$ cat config.mk
export PLATFORM = sky130hd
export DESIGN_NAME = regfile_wb_arb_flat
export DESIGN_NICKNAME = d
export VERILOG_FILES = /design/src/rtl/regfile_wb_arb_if.sv /design/src/rtl/regfile_wb_arb.sv /design/src/flat_wrapper.sv
export SDC_FILE = /design/constraint.sdc
export NUM_CORES = 1
export LEC_CHECK = 0
export ABC_AREA = 0
export CORE_ASPECT_RATIO = 0.8
export CORE_MARGIN = 4
export CORE_UTILIZATION = 27
export CTS_BUF_LIST = sky130_fd_sc_hd__clkbuf_2 sky130_fd_sc_hd__clkbuf_4 sky130_fd_sc_hd__clkbuf_8
export CTS_CLUSTER_DIAMETER = 150
export DETAILED_ROUTE_END_ITERATION = 7
export RECOVER_POWER = 25
export SYNTH_ARGS = -nofsm -noshare
export SYNTH_HDL_FRONTEND = slang
export SYNTH_SLANG_ARGS = --single-unit
$ cat constraint.sdc
create_clock -name clock -period 2.45 [get_ports clock]
set_input_delay 0.735 -clock clock [delete_from_list [all_inputs] [get_ports clock]]
set_output_delay 0.735 -clock clock [all_outputs]
set_load 0.02 [all_outputs]
$ cat src/rtl/regfile_wb_arb_if.sv
// regfile_wb_arb_if: pipeline/async writeback requests and register-file write port of regfile_wb_arb
interface regfile_wb_arb_if;
  logic        m_valid;
  logic [5:0]  m_wbr;
  logic [31:0] m_res;
  logic        a_valid;
  logic [5:0]  a_wbr;
  logic [31:0] a_res;
  logic        a_ready;
  logic        wr_en;
  logic [4:0]  wr_addr;
  logic [31:0] wr_data;
  logic        stall_req;
  logic        init_busy;
  modport master (
    output m_valid, m_wbr, m_res, a_valid, a_wbr, a_res,
    input  a_ready, wr_en, wr_addr, wr_data, stall_req, init_busy
  );
  modport slave (
    input  m_valid, m_wbr, m_res, a_valid, a_wbr, a_res,
    output a_ready, wr_en, wr_addr, wr_data, stall_req, init_busy
  );
endinterface

$ cat src/rtl/regfile_wb_arb.sv
// regfile_wb_arb: single-port register-file write arbiter (pipeline commit vs async FIFO); REGFILE_INIT_EN adds a 32-entry zero sweep after reset
module regfile_wb_arb #(
  parameter int STARVE_LIMIT = 8
) (
  input logic             clock,
  input logic             reset_n,
  regfile_wb_arb_if.slave bus
);
  localparam logic [3:0] LIM = 4'(STARVE_LIMIT);
  logic        run, run_n, live, push, pop, store;
  logic [1:0]  cnt, cnt_n;
  logic [36:0] q0, q1, din, head;
  logic [3:0]  starve;
  logic        a_ready_q, wr_en_q, stall_q;
  logic [4:0]  wr_addr_q, g_addr, sweep;
  logic [31:0] wr_data_q, g_data;
  logic        g_en;
`ifdef REGFILE_INIT_EN
  typedef enum logic {INIT, RUN} state_t;
  state_t state;
  // zero-sweep r0..r31 once per reset, then stay in RUN
  always_ff @(posedge clock or negedge reset_n) begin
    if (!reset_n) begin
      state <= INIT;
      sweep <= '0;
    end else if (state == INIT) begin
      sweep <= sweep + 5'd1;
      if (sweep == 5'd31) state <= RUN;
    end
  end
  assign run   = state == RUN;
  assign run_n = run | (sweep == 5'd31);
`else
  assign run   = 1'b1;
  assign run_n = 1'b1;
  assign sweep = '0;
`endif
  // grant: sweep, then live commit, then FIFO head (or bypassed request when the FIFO is empty)
  always_comb begin
    live   = run & bus.m_valid & bus.m_wbr[5] & (|bus.m_wbr[4:0]);
    push   = bus.a_valid & a_ready_q & bus.a_wbr[5] & (|bus.a_wbr[4:0]);
    din    = {bus.a_wbr[4:0], bus.a_res};
    head   = (cnt != 2'd0) ? q0 : din;
    pop    = run & ~live & ((cnt != 2'd0) | push);
    store  = push & ~(pop & (cnt == 2'd0));
    cnt_n  = cnt + {1'b0, push} - {1'b0, pop};
    g_en   = ~run | live | pop;
    g_addr = ~run ? sweep : live ? bus.m_wbr[4:0] : head[36:32];
    g_data = ~run ? 32'd0 : live ? bus.m_res : head[31:0];
  end
  // two-entry async FIFO, q0 is the head
  always_ff @(posedge clock or negedge reset_n) begin
    if (!reset_n) begin
      cnt <= '0;
      q0  <= '0;
      q1  <= '0;
    end else begin
      cnt <= cnt_n;
      q0  <= (store && (cnt == 2'd0 || pop)) ? din : (pop && cnt != 2'd0) ? q1 : q0;
      q1  <= (store && cnt == 2'd1 && !pop) ? din : q1;
    end
  end
  // starvation counter saturating at the limit; stall_req follows it one cycle later
  always_ff @(posedge clock or negedge reset_n) begin
    if (!reset_n) begin
      starve  <= '0;
      stall_q <= 1'b0;
    end else begin
      starve  <= (cnt == 2'd0 || pop) ? 4'd0 : (starve == LIM) ? starve : starve + 4'd1;
      stall_q <= (starve == LIM) & ~pop;
    end
  end
  // registered write port and a_ready; address/data hold when idle
  always_ff @(posedge clock or negedge reset_n) begin
    if (!reset_n) begin
      a_ready_q <= 1'b0;
      wr_en_q   <= 1'b0;
      wr_addr_q <= '0;
      wr_data_q <= '0;
    end else begin
      a_ready_q <= run_n & (cnt_n != 2'd2);
      wr_en_q   <= g_en;
      wr_addr_q <= g_en ? g_addr : wr_addr_q;
      wr_data_q <= g_en ? g_data : wr_data_q;
    end
  end
  assign bus.a_ready   = a_ready_q;
  assign bus.wr_en     = wr_en_q;
  assign bus.wr_addr   = wr_addr_q;
  assign bus.wr_data   = wr_data_q;
  assign bus.stall_req = stall_q;
  assign bus.init_busy = ~run;
endmodule
$ cat src/flat_wrapper.sv
// flat-port wrapper written by rule: the top's interface ports become plain ports
module regfile_wb_arb_flat 
#(
  parameter int STARVE_LIMIT = 8
)
  (clock, reset_n, bus_m_valid, bus_m_wbr, bus_m_res, bus_a_valid, bus_a_wbr, bus_a_res, bus_a_ready, bus_wr_en, bus_wr_addr, bus_wr_data, bus_stall_req, bus_init_busy);
  regfile_wb_arb_if bus_i ();
  input logic clock;
  input logic reset_n;
  input wire logic [$bits(bus_i.m_valid)-1:0] bus_m_valid;
  input wire logic [$bits(bus_i.m_wbr)-1:0] bus_m_wbr;
  input wire logic [$bits(bus_i.m_res)-1:0] bus_m_res;
  input wire logic [$bits(bus_i.a_valid)-1:0] bus_a_valid;
  input wire logic [$bits(bus_i.a_wbr)-1:0] bus_a_wbr;
  input wire logic [$bits(bus_i.a_res)-1:0] bus_a_res;
  output wire logic [$bits(bus_i.a_ready)-1:0] bus_a_ready;
  output wire logic [$bits(bus_i.wr_en)-1:0] bus_wr_en;
  output wire logic [$bits(bus_i.wr_addr)-1:0] bus_wr_addr;
  output wire logic [$bits(bus_i.wr_data)-1:0] bus_wr_data;
  output wire logic [$bits(bus_i.stall_req)-1:0] bus_stall_req;
  output wire logic [$bits(bus_i.init_busy)-1:0] bus_init_busy;
  assign bus_i.m_valid = bus_m_valid;
  assign bus_i.m_wbr = bus_m_wbr;
  assign bus_i.m_res = bus_m_res;
  assign bus_i.a_valid = bus_a_valid;
  assign bus_i.a_wbr = bus_a_wbr;
  assign bus_i.a_res = bus_a_res;
  assign bus_a_ready = bus_i.a_ready;
  assign bus_wr_en = bus_i.wr_en;
  assign bus_wr_addr = bus_i.wr_addr;
  assign bus_wr_data = bus_i.wr_data;
  assign bus_stall_req = bus_i.stall_req;
  assign bus_init_busy = bus_i.init_busy;
  regfile_wb_arb #(.STARVE_LIMIT(STARVE_LIMIT)) u_core (.clock(clock), .reset_n(reset_n), .bus(bus_i));
endmodule
==> Yosys cells after proc, flatten, opt, wreduce, memory -nomap -nowiden <==
Index checks and enable logic that the tools add are counted.
{ "op_classes": {"n_reduce_logical": 11, "n_mux": 7, "eq_ne": 4, "bitwise_logic": 14, "addsub": 3} }
{ "ops": {"columns": ["cell", "count"], "rows": [
  ["two-way mux 37 bit", 3],
  ["two-way mux 32 bit", 1],
  ["OR reduction 5 bit", 2],
  ["bitwise AND 1 bit", 9],
  ["two-way mux 4 bit", 2],
  ["two-way mux 5 bit", 1],
  ["adder 4 x 1 -> 4 bit, second input constant", 1],
  ["equality test 4 bit, second input constant", 1],
  ["logical AND 1 bit", 4],
  ["nonzero test 2 bit", 2],
  ["inverter 1 bit", 3],
  ["adder 2 x 1 -> 2 bit", 1],
  ["equality test 2 x 1 -> 1 bit, second input constant", 1],
  ["logical NOT 2 bit", 1],
  ["!= test 2 x 1 -> 1 bit, second input constant", 1],
  ["!= test 2 bit, second input constant", 1],
  ["OR 1 bit", 2],
  ["subtractor 2 x 1 -> 2 bit", 1],
  ["logical NOT 1 bit", 1],
  ["logical OR 1 bit", 1]
]} }
{ "word_totals": {"ff_bits": 120, "output_inout_bits": 41, "inputBits": 80, "elab_cells": 48} }

==> Logic depth before layout (Yosys ltp) <==
Gate-level depths: netlist of the first run.
{ "logic_depth": {"word_depth": 10, "mapped_depth": 11, "ltp_nobuf": 11} }

==> Worst setup path before layout of the first run <==
Ideal clock, no wire load.
{ "synth_path": {"kind": "input to register", "from": "input port bus_a_wbr[1]", "to": "register u_core.a_ready_q, in the netlist u_core.bus.a_ready", "path_slack_ps": -300, "setup_time_ps": 123, "n_path_buf": 0, "path_stages": 11, "t_required_ps": 2327, "arrival_ps": 2626, "cell_sequence": "or4_4 > o21a_4 > clkinv_4 > a21o_1 > inv_1 > ha_1 > inv_1 > ha_1 > xnor2_1 > xnor2_1 > nand2b_1"} }
{ "synth_via": {"elab_chain_cells": 6, "word_cells_on_any_way": 7, "classes_between": "add/sub: 2; eq/ne: 1; bitwise: 3; reduce/logical: 1"} }
{ "synth_rtl": {"columns": ["item", "line_no", "rtl"], "rows": [
  ["start, declared", "flat_wrapper.sv:14", "input wire logic [$bits(bus_i.a_wbr)-1:0] bus_a_wbr;"],
  ["OR reduction 5 bit *", "regfile_wb_arb.sv:41", "push = bus.a_valid & a_ready_q & bus.a_wbr[5] & (|bus.a_wbr[4:0]);"],
  ["bitwise AND 1 bit *", "regfile_wb_arb.sv:41", null],
  ["parallel branches: the longest is 2 deep, another holds adder 2 x 1 -> 2 bit", null, null],
  ["subtractor 2 x 1 -> 2 bit *", "regfile_wb_arb.sv:46", "cnt_n = cnt + {1'b0, push} - {1'b0, pop};"],
  ["named net u_core.cnt_n[1]", "regfile_wb_arb.sv:11", "logic [1:0] cnt, cnt_n;"],
  ["!= test 2 bit *", "regfile_wb_arb.sv:81", "a_ready_q <= run_n & (cnt_n != 2'd2);"],
  ["end signal, assigned", "regfile_wb_arb.sv:81", null],
  ["end, declared", "regfile_wb_arb.sv:14", "logic a_ready_q, wr_en_q, stall_q;"]
]} }
Mark *: on every way through the listed nets, which the timed path passes.
A chain may end at the register's enable or synchronous reset.

==> Worst setup path after layout of the first run <==
{ "layout_path": {"from": "input port bus_m_wbr[0]", "to": "register u_core.a_ready_q, in the netlist u_core.bus.a_ready"} }
{ "layout_via": {"elab_chain_cells": 6} }
{ "layout_rtl": {"columns": ["item", "line_no", "rtl"], "rows": [
  ["start, declared", "flat_wrapper.sv:11", "input wire logic [$bits(bus_i.m_wbr)-1:0] bus_m_wbr;"],
  ["OR reduction 5 bit", "regfile_wb_arb.sv:40", "live = run & bus.m_valid & bus.m_wbr[5] & (|bus.m_wbr[4:0]);"],
  ["bitwise AND 1 bit", "regfile_wb_arb.sv:40", null],
  ["inverter 1 bit", "regfile_wb_arb.sv:44", "pop = run & ~live & ((cnt != 2'd0) | push);"],
  ["bitwise AND 1 bit", "regfile_wb_arb.sv:44", null],
  ["subtractor 2 x 1 -> 2 bit", "regfile_wb_arb.sv:46", null],
  ["named net u_core.cnt_n[1]", "regfile_wb_arb.sv:11", null],
  ["!= test 2 bit", "regfile_wb_arb.sv:81", null]
]} }
The timed path passes the listed nets, and every way through them passes these cells.

==> summary by stage, run 1 <==
Critical path
The worst reg-to-reg path cell count is 7. The source of the critical timing path is bus_m_wbr[0]. The data arrival at the endpoint of the critical path is 2770 ps. The worst-path maximum fanout is 3. Data on the critical path is required at its endpoint by 2780 ps. The end of the worst register-to-register path is u_core.q0[19]. The worst setup path is captured at a register. The flop-to-flop setup slack is 480 ps.

The critical path is of the primary input to register type. The startpoint type of the worst setup path is a primary input. The startpoint of the worst register-to-register path is u_core.cnt[1].

In this run the worst setup path terminates at u_core.bus.a_ready.

Logic synthesis
The largest area contributor in the synthesized netlist is sky130_fd_sc_hd__dfrtp_1. Of the total synthesized cell area, the portion taken by XOR and XNOR cells is 0.00748. Of the post-synthesis cell area, the dominant cell type holds 0.513. Of the post-synthesis cell area, the part taken by muxes is 0.0712. The distinct cell type count of the synthesized netlist is 43. Ranked by instance count, the synthesized netlist is headed by sky130_fd_sc_hd__nand2_1, sky130_fd_sc_hd__dfrtp_1, sky130_fd_sc_hd__a21oi_1, sky130_fd_sc_hd__nor2_1, sky130_fd_sc_hd__mux2_2. After synthesis, the largest family of logic cells by area is simple AND/OR/NAND/NOR gates. In this run, synthesis inferred 0 flip-flops with an integrated enable.

The fraction of the mapped netlist area in compound gates came to 0.168. The count of mapped cells out of synthesis is 607. The post-synthesis adder-cell area fraction is 0.00855. The share of the Yosys chip area taken by registers is 0.513. The number of nets handed over by synthesis was 691.

In the synthesized netlist the dominant register cell turns out to be sky130_fd_sc_hd__dfrtp_1. The leading cell type by number of instances after synthesis is sky130_fd_sc_hd__nand2_1. The cell area that synthesis handed to floorplanning was 5850 sq um.

After synthesis, the cell types taking the most area are sky130_fd_sc_hd__dfrtp_1, sky130_fd_sc_hd__nand2_1, sky130_fd_sc_hd__mux2_2. Of the total synthesized cell area, the portion taken by AND, OR, NAND and NOR gates is 0.175. After synthesis the netlist holds a flip-flop and latch count of 120. In this run the mean area of a mapped cell was 9.64 sq um. The share of flip-flops with an asynchronous set or reset after synthesis is 1.00. During synthesis, Yosys emitted a total of 0 warnings.

GRT
The via count of the first global-routing pass is 4684. The number of antenna violations at the first check in global routing was 0. Across every metal layer, demand over resource in global routing totals 0.130. The pin count of the biggest net entering global routing is 72. The total overflow left after global routing is 0. The global-route wire length before repair is 25300 um.

CTS
The clock passes through at most 2 buffers. The CTS clock-pin slew for the worst setup and hold paths is 80 ps. The TritonCTS clock tree is done. The number of CTS-inserted buffers is 17. The tree is rooted in a sky130_fd_sc_hd__clkbuf_8. The number of H-tree levels is 4.

The clock latency of the later-clocked register in the worst-skew pair is 440 ps. Counting every sink on the clock net gives 120.

Routing
In this run, the number of DRC markers left after iteration 0 of detailed routing was 267. The remaining design rule violation count is 0. The final layout contains routed wiring with a total length of 15400 um. The average wire length per cell after detail routing is 15.1 um. For this run, the detailed router's first-pass iteration total came to 4. Using the TritonRoute via totals, the vias-per-cell ratio works out to 4.55. The final antenna-violating net count is 0. The final route contains 4642 vias.

Floorplan
The initial core utilization is 0.279. The placeable core region is 21000 sq um. The count of pins on the block boundary is 121. The die covers 24100 sq um. From bottom edge to top edge, the die measures 140 um. Row generation in the floorplan step produced 47 rows. The die extent in x is 173 um.

Place
Routability-driven placement finished with a final weighted congestion of 0.773. During placement, the flow inserted port buffers numbering 119. The total half-perimeter wirelength after legalization and detailed placement is 10200 um.

Power
In this run the power density over the cells is 1180 nW/um^2. Across the VDD grid, the largest voltage drop is 0.000406 V. The leakage power is 3.31 nW.

Timing
For the pin with the worst max-slew slack, the measured transition is 1850 ps. The worst slack on hold paths is 480 ps. The worst pin sits at a relative slew slack of -0.234. The highest attainable clock frequency is 0.410 GHz.

The smallest clock period supported by the final layout is computed as 2440 ps. Setup repair after global routing could not meet its margin everywhere. Dividing the final minimum period by the clock period gives 0.996. The post-route clock skew is 13.1 ps. The total count of hold-check failures in the final report came to 0. The number of slew-limit violations in the final report was 72. The count of final setup violators is 0.

Layout
The area growth from synthesis to layout is 35.3%. Summing all multi-input logic gate instances after layout gives 2580 sq um. The final core area utilization is 0.377. The number of antenna diodes in the final layout is 0.

The number of nets in the layout is 823. Of the cells placed in the final design, the portion with a size suffix greater than 1 is 0.222. The sequential cells in the finished layout cover a total of 3000 sq um. The layout has 2099 filler cells.

Status
The final reports fail on max-capacitance violations, max-slew violations. The run finished, with violations left.

Min path
The path class of the lowest-slack min-delay path is register to register. The depth of the worst hold-timing path is 2.

Flow run
Across the run, the number of max-cap violations was 1.
## worst min-delay path by stage
stage | startpoint | endpoint | slack [ps]
floorplan | reset_n | u_core.bus.a_ready | 440
global placement | u_core.bus.wr_data[14] | u_core.bus.wr_data[14] | 460
detailed placement | u_core.bus.wr_data[14] | u_core.bus.wr_data[14] | 470
CTS | reset_n | u_core.bus.wr_addr[1] | 280
global route | u_core.bus.wr_data[0] | u_core.bus.wr_data[0] | 510
finish | u_core.bus.wr_data[12] | u_core.bus.wr_data[12] | 480
## registers in the layout (all words and copies together) (netlist names)
register / cells
u_core.bus.a_ready: 1
u_core.bus.wr_en: 1
u_core.bus.wr_data: 32
u_core.bus.stall_req: 1
u_core.q0: 37
u_core.starve: 4
u_core.bus.wr_addr: 5
u_core.q1: 37
u_core.cnt: 2
## power breakdown
part / total, W / leakage, nW / internal (W) / switching (W)
Clock: 0.00192 / 0.199 / 0.00107 / 0.000851
Combinational: 0.00408 / 1.61 / 0.00194 / 0.00214
Sequential: 0.00339 / 1.51 / 0.00289 / 0.000499
Total: 0.00938 / 3.31 / 0.00589 / 0.00349
## placed cells by master (no fill, tap or decap), types with 13 or more instances in the layout
cell                                n
sky130_fd_sc_hd__buf_4             27
sky130_fd_sc_hd__nand2_2           20
sky130_fd_sc_hd__dfrtp_1          120
sky130_fd_sc_hd__mux2_2            37
sky130_fd_sc_hd__a31oi_1           17
sky130_fd_sc_hd__clkdlybuf4s50_1  114
sky130_fd_sc_hd__nor2_1            42
sky130_fd_sc_hd__o21ai_0           19
sky130_fd_sc_hd__nand2_1          161
sky130_fd_sc_hd__clkbuf_8          18
sky130_fd_sc_hd__a31oi_2           20
sky130_fd_sc_hd__a21oi_1           70
sky130_fd_sc_hd__o21ai_1           13
## cell families (layout without fill, tap and decap cells)
group           after synthesis  after routing
compound gates              151            151
simple gates                239            239
flops                       120            120
other cells                   1              1
buf+inv                      50            195
xor+xnor                      5              5
fa+ha+maj                     4              4
mux                          37             37
## cell type report
cell class,instances,share of cell area
Sequential cell,120,0.379
Clock buffer,21,0.0341
Multi-Input combinational cell,437,0.326
Tap cell,269,0.0425
Clock inverter,11,0.0185
Inverter,6,0.00348
Timing Repair Buffer,157,0.197
## repair_timing
action / CTS / global route
setup endpoints to repair: 39 / 3
setup buffers: 2 / 1
hold buffers: 0 / 0
pin swaps: 5 / 4
resized for setup: 9 / 5
gates cloned: 0 / 0
## layer usage
layer | up-vias | wire, um | GRT usage
li1 | 2313 | - | -
met4 | 0 | 112 | 0.0294
met2 | 107 | 7120 | 0.209
met5 | - | 0 | 0
met3 | 12 | 684 | 0.0371
met1 | 2210 | 7520 | 0.176
## worst max-delay path: stages
cell and delay [ps]:
sky130_fd_sc_hd__clkdlybuf4s50_1 420, sky130_fd_sc_hd__or3_4 410, sky130_fd_sc_hd__o21a_4 220, sky130_fd_sc_hd__a21o_1 170
sky130_fd_sc_hd__inv_2 80, sky130_fd_sc_hd__ha_4 190, sky130_fd_sc_hd__inv_2 60, sky130_fd_sc_hd__ha_4 130
sky130_fd_sc_hd__xnor2_2 110, sky130_fd_sc_hd__xnor2_1 160, sky130_fd_sc_hd__nand2b_1 80
## stage by stage
stage | instances | total power (W) | setup slack (ps) | area [sq um] | setup TNS [ps]
detailed placement | 986 | 0.00753 | -714 | 7500 | -48720
finish | 1021 | 0.00938 | 8.74 | 7920 | 0
floorplan | 607 | 0.00596 | -273 | 5870 | -461
global placement | 986 | 0.00744 | -698 | 7500 | -47190
global route | 1021 | 0.0101 | -21.1 | 7920 | -21.1
CTS | 1020 | 0.00952 | 7.45 | 7950 | 0
(Power assumes the default switching activity.)
==> run 2, diff against run 1 <==
--- a/config.mk
+++ b/config.mk
@@ -9,7 +9,6 @@
 export CORE_ASPECT_RATIO = 0.8
 export CORE_MARGIN = 4
 export CORE_UTILIZATION = 27
-export CTS_BUF_LIST = sky130_fd_sc_hd__clkbuf_2 sky130_fd_sc_hd__clkbuf_4 sky130_fd_sc_hd__clkbuf_8
 export CTS_CLUSTER_DIAMETER = 150
 export DETAILED_ROUTE_END_ITERATION = 7
 export RECOVER_POWER = 25
==> summary by stage, run 2 (same netlist as run 1, synthesis figures left out) <==
Min path
The path class of the lowest-slack min-delay path is register to register. The launch instance of the worst min-delay path is u_core.bus.wr_data[12]. The worst hold path was traced through 2 stages.

The worst hold path endpoint is u_core.bus.wr_data[12].

GRT
The pin count of the biggest net entering global routing is 72. The total overflow left after global routing is 0. The number of antenna violations at the first check in global routing is 0. The via count of the first global-routing pass is 4695. Across every metal layer, demand over resource in global routing totals 0.131. The global-route wire length before repair is 25400 um.

Power
The cell area power density is 1240 nW/um^2. Summed over all nets, the switching power comes to 0.00357 W. The fraction of power spent switching nets is 0.356.

The sequential cell fraction of total power is 0.338. The internal power summed over all cells is 0.00645 W. The maximum resistive drop on vdd is 0.000417 V. The part of the power in the clock network is 0.255.

After layout, the design draws a total of 0.0100 W. The combinational fraction of design power is 0.406. In this run the static leakage power is 3.40 nW.

Critical path
The startpoint of the worst register-to-register path is u_core.cnt[1]. The flop-to-flop setup slack is 470 ps. The worst setup path is launched from a primary input.

Data arrives at the worst endpoint at 2730 ps. The data required time at the worst endpoint is 2750 ps. The critical path class is primary input to register. The critical path goes through clkdlybuf4s50_1 > or3_4 > o21a_4 > a21o_1 > inv_2 > ha_4 > inv_2 > ha_4 > xnor2_2 > xnor2_1 > nand2b_1.

The end of the worst register-to-register path is u_core.q0[7]. The largest single stage delay on the critical path is 420 ps. Along the worst path, the maximum fanout reaches 3.

The cell type of the slowest stage on the worst timing path is sky130_fd_sc_hd__clkdlybuf4s50_1. STA classifies the critical path endpoint as a register. The worst reg-to-reg path cell count is 6.

Routing
The met1 layer wirelength in the final routing is 7610 um. The first TritonRoute pass finished after 4 iterations. Dividing the detail-routed wire length by the instance count gives 15.1 um. The number of violations reported at the end of detailed-routing iteration 0 is 245. The number of vias after detailed routing is 4616.

The final antenna-violating net count is 0. The highest metal layer with signal wires is met4. The total length of routed met2 wires is 7090 um. In the routed design, unresolved DRC markers number 0. Using the TritonRoute via totals, the vias-per-cell ratio works out to 4.52. The total wire length after detailed routing is 15500 um. The met3 layer wire length in the routed design is 640 um.

Place
After detailed placement, the total cell area comes to 7500 sq um. The count of input and output buffers is 119. The total half-perimeter wirelength after legalization and detailed placement is 10200 um.

The routability-driven placement congestion ratio is 0.773. At the placement stage, the worst setup path has a slack of -714 ps.

Floorplan
For this configuration, the core starts out at a cell density of 0.279. The die extent in x is 173 um. The full die area is 24100 sq um.

The count of pins on the block boundary is 121. The die span in y is 140 um. The floorplan has 47 rows. In this run the standard cell core region covers 21000 sq um.

Layout
The finished cells cover 8100 sq um. The share of cells above drive strength 1 is 0.219. In the layout the commonest cells are sky130_fd_sc_hd__nand2_1, sky130_fd_sc_hd__dfrtp_1, sky130_fd_sc_hd__clkdlybuf4s50_1. 0 antenna diodes ended up in the layout. The number of nets in the layout is 823. The library cell used most frequently in the layout, excluding fill and tap cells, is sky130_fd_sc_hd__nand2_1. Relative to the synthesized area, the layout overhead comes to 38.4%.

Timing
The final total negative setup slack is 0 ps. Setup violations remaining at the end of the flow were counted as 0. For the pin with the worst max-slew slack, the measured transition is 1830 ps. The period utilization is 0.990.

In the post-route analysis, the smallest setup slack over all paths is 25.0 ps. The minimum clock period is 2430 ps. Setup repair after global routing could not meet its margin everywhere.

The highest attainable clock frequency is 0.412 GHz. The worst pin sits at a relative slew slack of -0.217. The post-route clock skew is 14.4 ps.

The number of slew-limit violations in the final report is 72. The total count of hold-check failures in the final report is 0.

CTS
TritonCTS built the clock tree. TritonCTS created 17 clock buffers. Clock-pin slew was measured on the worst setup and hold paths at 60 ps. The sink count of the clock tree is 120. The cell at the root of the clock tree is sky130_fd_sc_hd__clkbuf_16. In this run the deepest clock path goes through 2 buffers. The number of H-tree levels is 4. The clock latency of the later-clocked register in the worst-skew pair is 420 ps.

Flow run
Across the run, the number of max-cap violations was 1.

Status
The flow ran to the end, but the final reports show violations. The checks that failed: max-capacitance violations, max-slew violations.
[run 2: worst max-delay path: cells and delay by family]
kind / cells / cell delay [ps]
buffers and inverters: 3 / 560
AO/OA/AOI/OAI: 2 / 390
XOR/XNOR: 2 / 270
AND/OR/NAND/NOR: 2 / 460
adder cells (fa/ha/maj): 2 / 310
[run 2: final cells by class]
cell class / instances / area (sq um)
Tap cell: 269 / 337
Sequential cell: 120 / 3000
Multi-Input combinational cell: 437 / 2580
Fill cell: 2080 / 12900
Clock inverter: 11 / 146
Timing Repair Buffer: 157 / 1560
Clock buffer: 21 / 450
Inverter: 6 / 27.5
[run 2: repair_timing]
action,in CTS,in global routing
gates resized for setup,14,6
pin swaps,7,7
hold buffers,0,0
setup buffers,2,1
setup endpoints to repair,39,37
cloned,0,0
[run 2: how the worst max path moves through the flow]
| stage | startpoint | to | slack (ps) | cells past startpoint |
|---|---|---|---|---|
| global route | bus_m_wbr[1] | u_core.bus.a_ready | -30 | 11 |
| detailed placement | bus_a_wbr[1] | u_core.bus.a_ready | -710 | 12 |
| global placement | bus_a_wbr[1] | u_core.bus.a_ready | -700 | 12 |
| finish | bus_m_wbr[1] | u_core.bus.a_ready | 20 | 11 |
| floorplan | bus_a_wbr[1] | u_core.bus.a_ready | -270 | 11 |
| CTS | bus_a_wbr[0] | u_core.bus.a_ready | 0.5 | 12 |
[run 2: power groups by stage]
stage	logic (W)	clock network (W)	registers, W
after floorplan	0.00227	0	0.00369
after global placement	0.00405	0	0.00339
after detailed placement	0.00411	0	0.00342
after CTS	0.00416	0.00263	0.00339
after global routing	0.00454	0.00271	0.00350
final	0.00407	0.00256	0.00339
[run 2: per-layer routing]
metal / up-vias / GRT usage
li1: 2322 / -
met1: 2196 / 0.176
met2: 86 / 0.211
met3: 12 / 0.0363
met4: 0 / 0.0353
met5: - / 0
[run 2: through the flow]
| step | hold WS [ps] | std cells | util |
|---|---|---|---|
| 2_1_floorplan | 439 | 607 | - |
| 3_3_place_gp | 461 | 986 | 0.357 |
| 3_5_place_dp | 470 | 986 | 0.357 |
| 4_1_cts | 318 | 1020 | 0.387 |
| 5_1_grt | 506 | 1021 | 0.386 |
| 6_report | 476 | 1021 | 0.386 |
==> run 3, diff against run 2 <==
--- a/config.mk
+++ b/config.mk
@@ -5,9 +5,9 @@
 export SDC_FILE = /design/constraint.sdc
 export NUM_CORES = 1
 export LEC_CHECK = 0
-export ABC_AREA = 0
+export ABC_AREA = 1
 export CORE_ASPECT_RATIO = 0.8
-export CORE_MARGIN = 4
+export CORE_MARGIN = 5
 export CORE_UTILIZATION = 27
 export CTS_CLUSTER_DIAMETER = 150
 export DETAILED_ROUTE_END_ITERATION = 7
==> summary by stage, run 3 <==
Status
The run finished, with violations left. The checks that failed: max-capacitance violations.

Layout
The number of nets in the layout is 1022. Once layout is done, the placed cells without fillers occupy 8410 sq um. The commonest non-fill, non-tap cell in the layout is sky130_fd_sc_hd__nand2_1. The layout-stage area growth over the synthesis result is 38.8%.

In the final layout, the share of cells above drive strength 1 is 0.0842. At the end of the flow the core is filled with cells to 0.378. The number of inserted diodes is 0. The library cells used most frequently in the layout, excluding fill and tap cells, are sky130_fd_sc_hd__nand2_1, sky130_fd_sc_hd__dfrtp_1, sky130_fd_sc_hd__clkdlybuf4s50_1.

Flow run
Across the run, the number of max-cap violations was 1.

CTS
The number of setup buffers added after CTS is 0. The TritonCTS clock tree is done. The buffer depth of the longest clock path is 2. The H-tree generated during clock tree synthesis spans 4 levels. The clock net in this run drives a total of 120 sinks.

The CTS clock-pin slew for the worst setup and hold paths is 60 ps. The number of CTS-inserted buffers is 17. The number of gates resized after CTS is 0.

The clock latency of the later-clocked register in the worst-skew pair is 410 ps. The tree is rooted in a sky130_fd_sc_hd__clkbuf_16. In this run, post-CTS hold repair placed 0 buffers.

Logic synthesis
The count of mapped cells out of synthesis is 813. The most common flop cell mapped by yosys is sky130_fd_sc_hd__dfrtp_1. The synthesized design contains 0 enable-type register cells. After synthesis the cells add up to 6060 sq um. The mean instance size in the synthesized netlist is 7.45 sq um. The sequential area share after synthesis is 0.496. By area the synthesized netlist is led by sky130_fd_sc_hd__dfrtp_1, sky130_fd_sc_hd__nand2_1, sky130_fd_sc_hd__inv_1. The distinct cell type count of the synthesized netlist is 26.

The portion of synthesized cell area occupied by the leading cell type is 0.496. Yosys instantiated no cell more often than sky130_fd_sc_hd__nand2_1. The register bit total from synthesis is 120. Summed over all instances, the cell type with the most area after synthesis is sky130_fd_sc_hd__dfrtp_1.

Yosys printed 0 warnings. The total nets after synthesis is 897. The share of flip-flops with an asynchronous set or reset after synthesis is 1.00.

Counting instances in the post-synthesis netlist gives the leading cell types as sky130_fd_sc_hd__nand2_1, sky130_fd_sc_hd__dfrtp_1, sky130_fd_sc_hd__inv_1, sky130_fd_sc_hd__nand3_1, sky130_fd_sc_hd__nor2_1.

Critical path
The number of stages on the worst setup path is 1. The worst setup path is launched from a register. Counting cells, the worst reg-to-reg path comes to 10. The kind of cell with the highest combined delay along the critical path is buffers and inverters. The cell type of the slowest stage on the worst timing path is sky130_fd_sc_hd__clkdlybuf4s50_1.

The number of buffers and inverters on the critical path is 1. The critical path class is register to output pin. The longest individual stage delay on the worst path is 670 ps. The worst setup path is captured at an output pin. STA puts the critical path data required time at 1710 ps. The worst-path maximum fanout is 2. At the worst endpoint, the arrival time is 1430 ps.

The signal on the critical path passes through clkdlybuf4s50_1.

Timing
The number of slew-limit violations in the final report is 0. The total count of hold-check failures in the final report is 0. The worst-case headroom to the max-slew limit is 0.00324.

Hold timing on the final database bottoms out at a slack of 473 ps. Setup violations remaining at the end of the flow were counted as 0. In the finished design, the share of the clock period the worst path needs comes to 0.882.

Setup repair after global routing left no endpoint under its margin. Static timing analysis puts the maximum clock frequency at 0.463 GHz. For the final database, setup skew stands at 6.45 ps. The minimum clock period is 2160 ps. The transition at the pin with the smallest max-transition slack is 1500 ps. The worst-case setup margin in the final layout is 288 ps.

Power
The design draws 0.0110 W. The maximum resistive drop on vdd is 0.000576 V. The cell area power density is 1300 nW/um^2.

The leakage power is 4.08 nW.

Floorplan
The placeable core region is 22300 sq um. The number of rows created at floorplan is 49. The floorplan step defined a die boundary enclosing 25600 sq um. 121 I/O pins were placed. The initial core utilization is 0.272. The die extent in x is 177 um. The die span in y is 144 um.

Place
The congestion estimate from routability-driven global placement came to 0.753. Timing analysis after detailed placement gives a worst setup slack of -121 ps. The count of input and output buffers is 119. The total half-perimeter wirelength after legalization and detailed placement is 12200 um. The placed instances occupy a cell area of 7790 sq um.

Routing
The routed layout has 5614 vias. The remaining design rule violation count is 0. Dividing the detail-routed via count by the number of cells gives 4.47. The average wire length per cell after detail routing is 14.5 um. In this run, the number of DRC markers left after iteration 0 of detailed routing was 392. The total wire length after detailed routing is 18200 um. For this run, the detailed router's first-pass iteration total came to 5. The detail route stage leaves a number of antenna-violating nets equal to 0.

Min path
The path class of the lowest-slack min-delay path is register to register. The depth of the worst hold-timing path is 2.

GRT
After global routing the overflow that remains totals 0. The first global-routing pass estimated 29700 um of wire. The via count of the first global-routing pass is 5421.

The number of antenna violations at the first check in global routing came to 0. Entering global routing, the biggest net connects 52 pins. The total global routing track utilization is 0.147.
## run 3: changes by cell type after synthesis, moves of 15 or more
cell / previous run / this run
sky130_fd_sc_hd__a21oi_1: 71 / 2
sky130_fd_sc_hd__a31oi_1: 17 / 32
sky130_fd_sc_hd__a31oi_2: 20 / 0
sky130_fd_sc_hd__inv_1: 5 / 82
sky130_fd_sc_hd__mux2_2: 37 / 0
sky130_fd_sc_hd__nand2_1: 161 / 339
sky130_fd_sc_hd__nand2_2: 20 / 0
sky130_fd_sc_hd__nand3_1: 1 / 44
sky130_fd_sc_hd__nand4_1: 0 / 37
sky130_fd_sc_hd__o21ai_1: 13 / 33
## run 3: worst paths after layout
path | start | end | slack [ps]
max | u_core.bus.wr_data[31] | bus_wr_data[31] | 290
min | u_core.bus.wr_data[25] | u_core.bus.wr_data[25] | 470
max reg2reg | u_core.bus.a_ready | u_core.bus.a_ready | 720
min reg2reg | u_core.bus.wr_data[25] | u_core.bus.wr_data[25] | 470
max in group asynchronous | reset_n | u_core.bus.wr_data[21] | 810
min in group asynchronous | reset_n | u_core.bus.wr_data[5] | 670
## run 3: cells by family (layout without fill, tap and decap cells)
logic type	Yosys count	in the layout	share of synthesized area
adder cells (fa/ha/maj)	4	4	0.00826
other	1	1	0.000619
XOR/XNOR	4	4	0.00578
flip-flops	120	120	0.496
AO/OA/AOI/OAI	77	77	0.0706
AND/OR/NAND/NOR	468	468	0.320
buffers and inverters	139	276	0.0987
## run 3: where the power goes
group          switching (W)  internal [W]  leakage [nW]  total (W)
clock network       0.000914       0.00177         0.307    0.00269
registers           0.000435       0.00300          1.38    0.00343
logic                0.00285       0.00199          2.39    0.00484
## run 3: final cells by class
type | instances | area, sq um
fill | 2303 | 13800
sequential | 120 | 3000
multi-input combinational | 554 | 2470
timing repair buffer | 158 | 1600
clock buffer | 23 | 478
tap | 306 | 383
inverter | 87 | 327
clock inverter | 8 | 144
## run 3: routing by layer
metal	GRT usage	routed length (um)
met1	0.209	8910
met2	0.228	8100
met3	0.0366	1060
met4	0.0350	160
met5	0	0
## run 3: metrics by stage
stage	setup TNS [ps]	cells
6_report	0	1256
5_1_grt	0	1256
4_1_cts	0	1256
3_5_place_dp	-859	1225
3_3_place_gp	-86.8	1225
2_1_floorplan	0	813
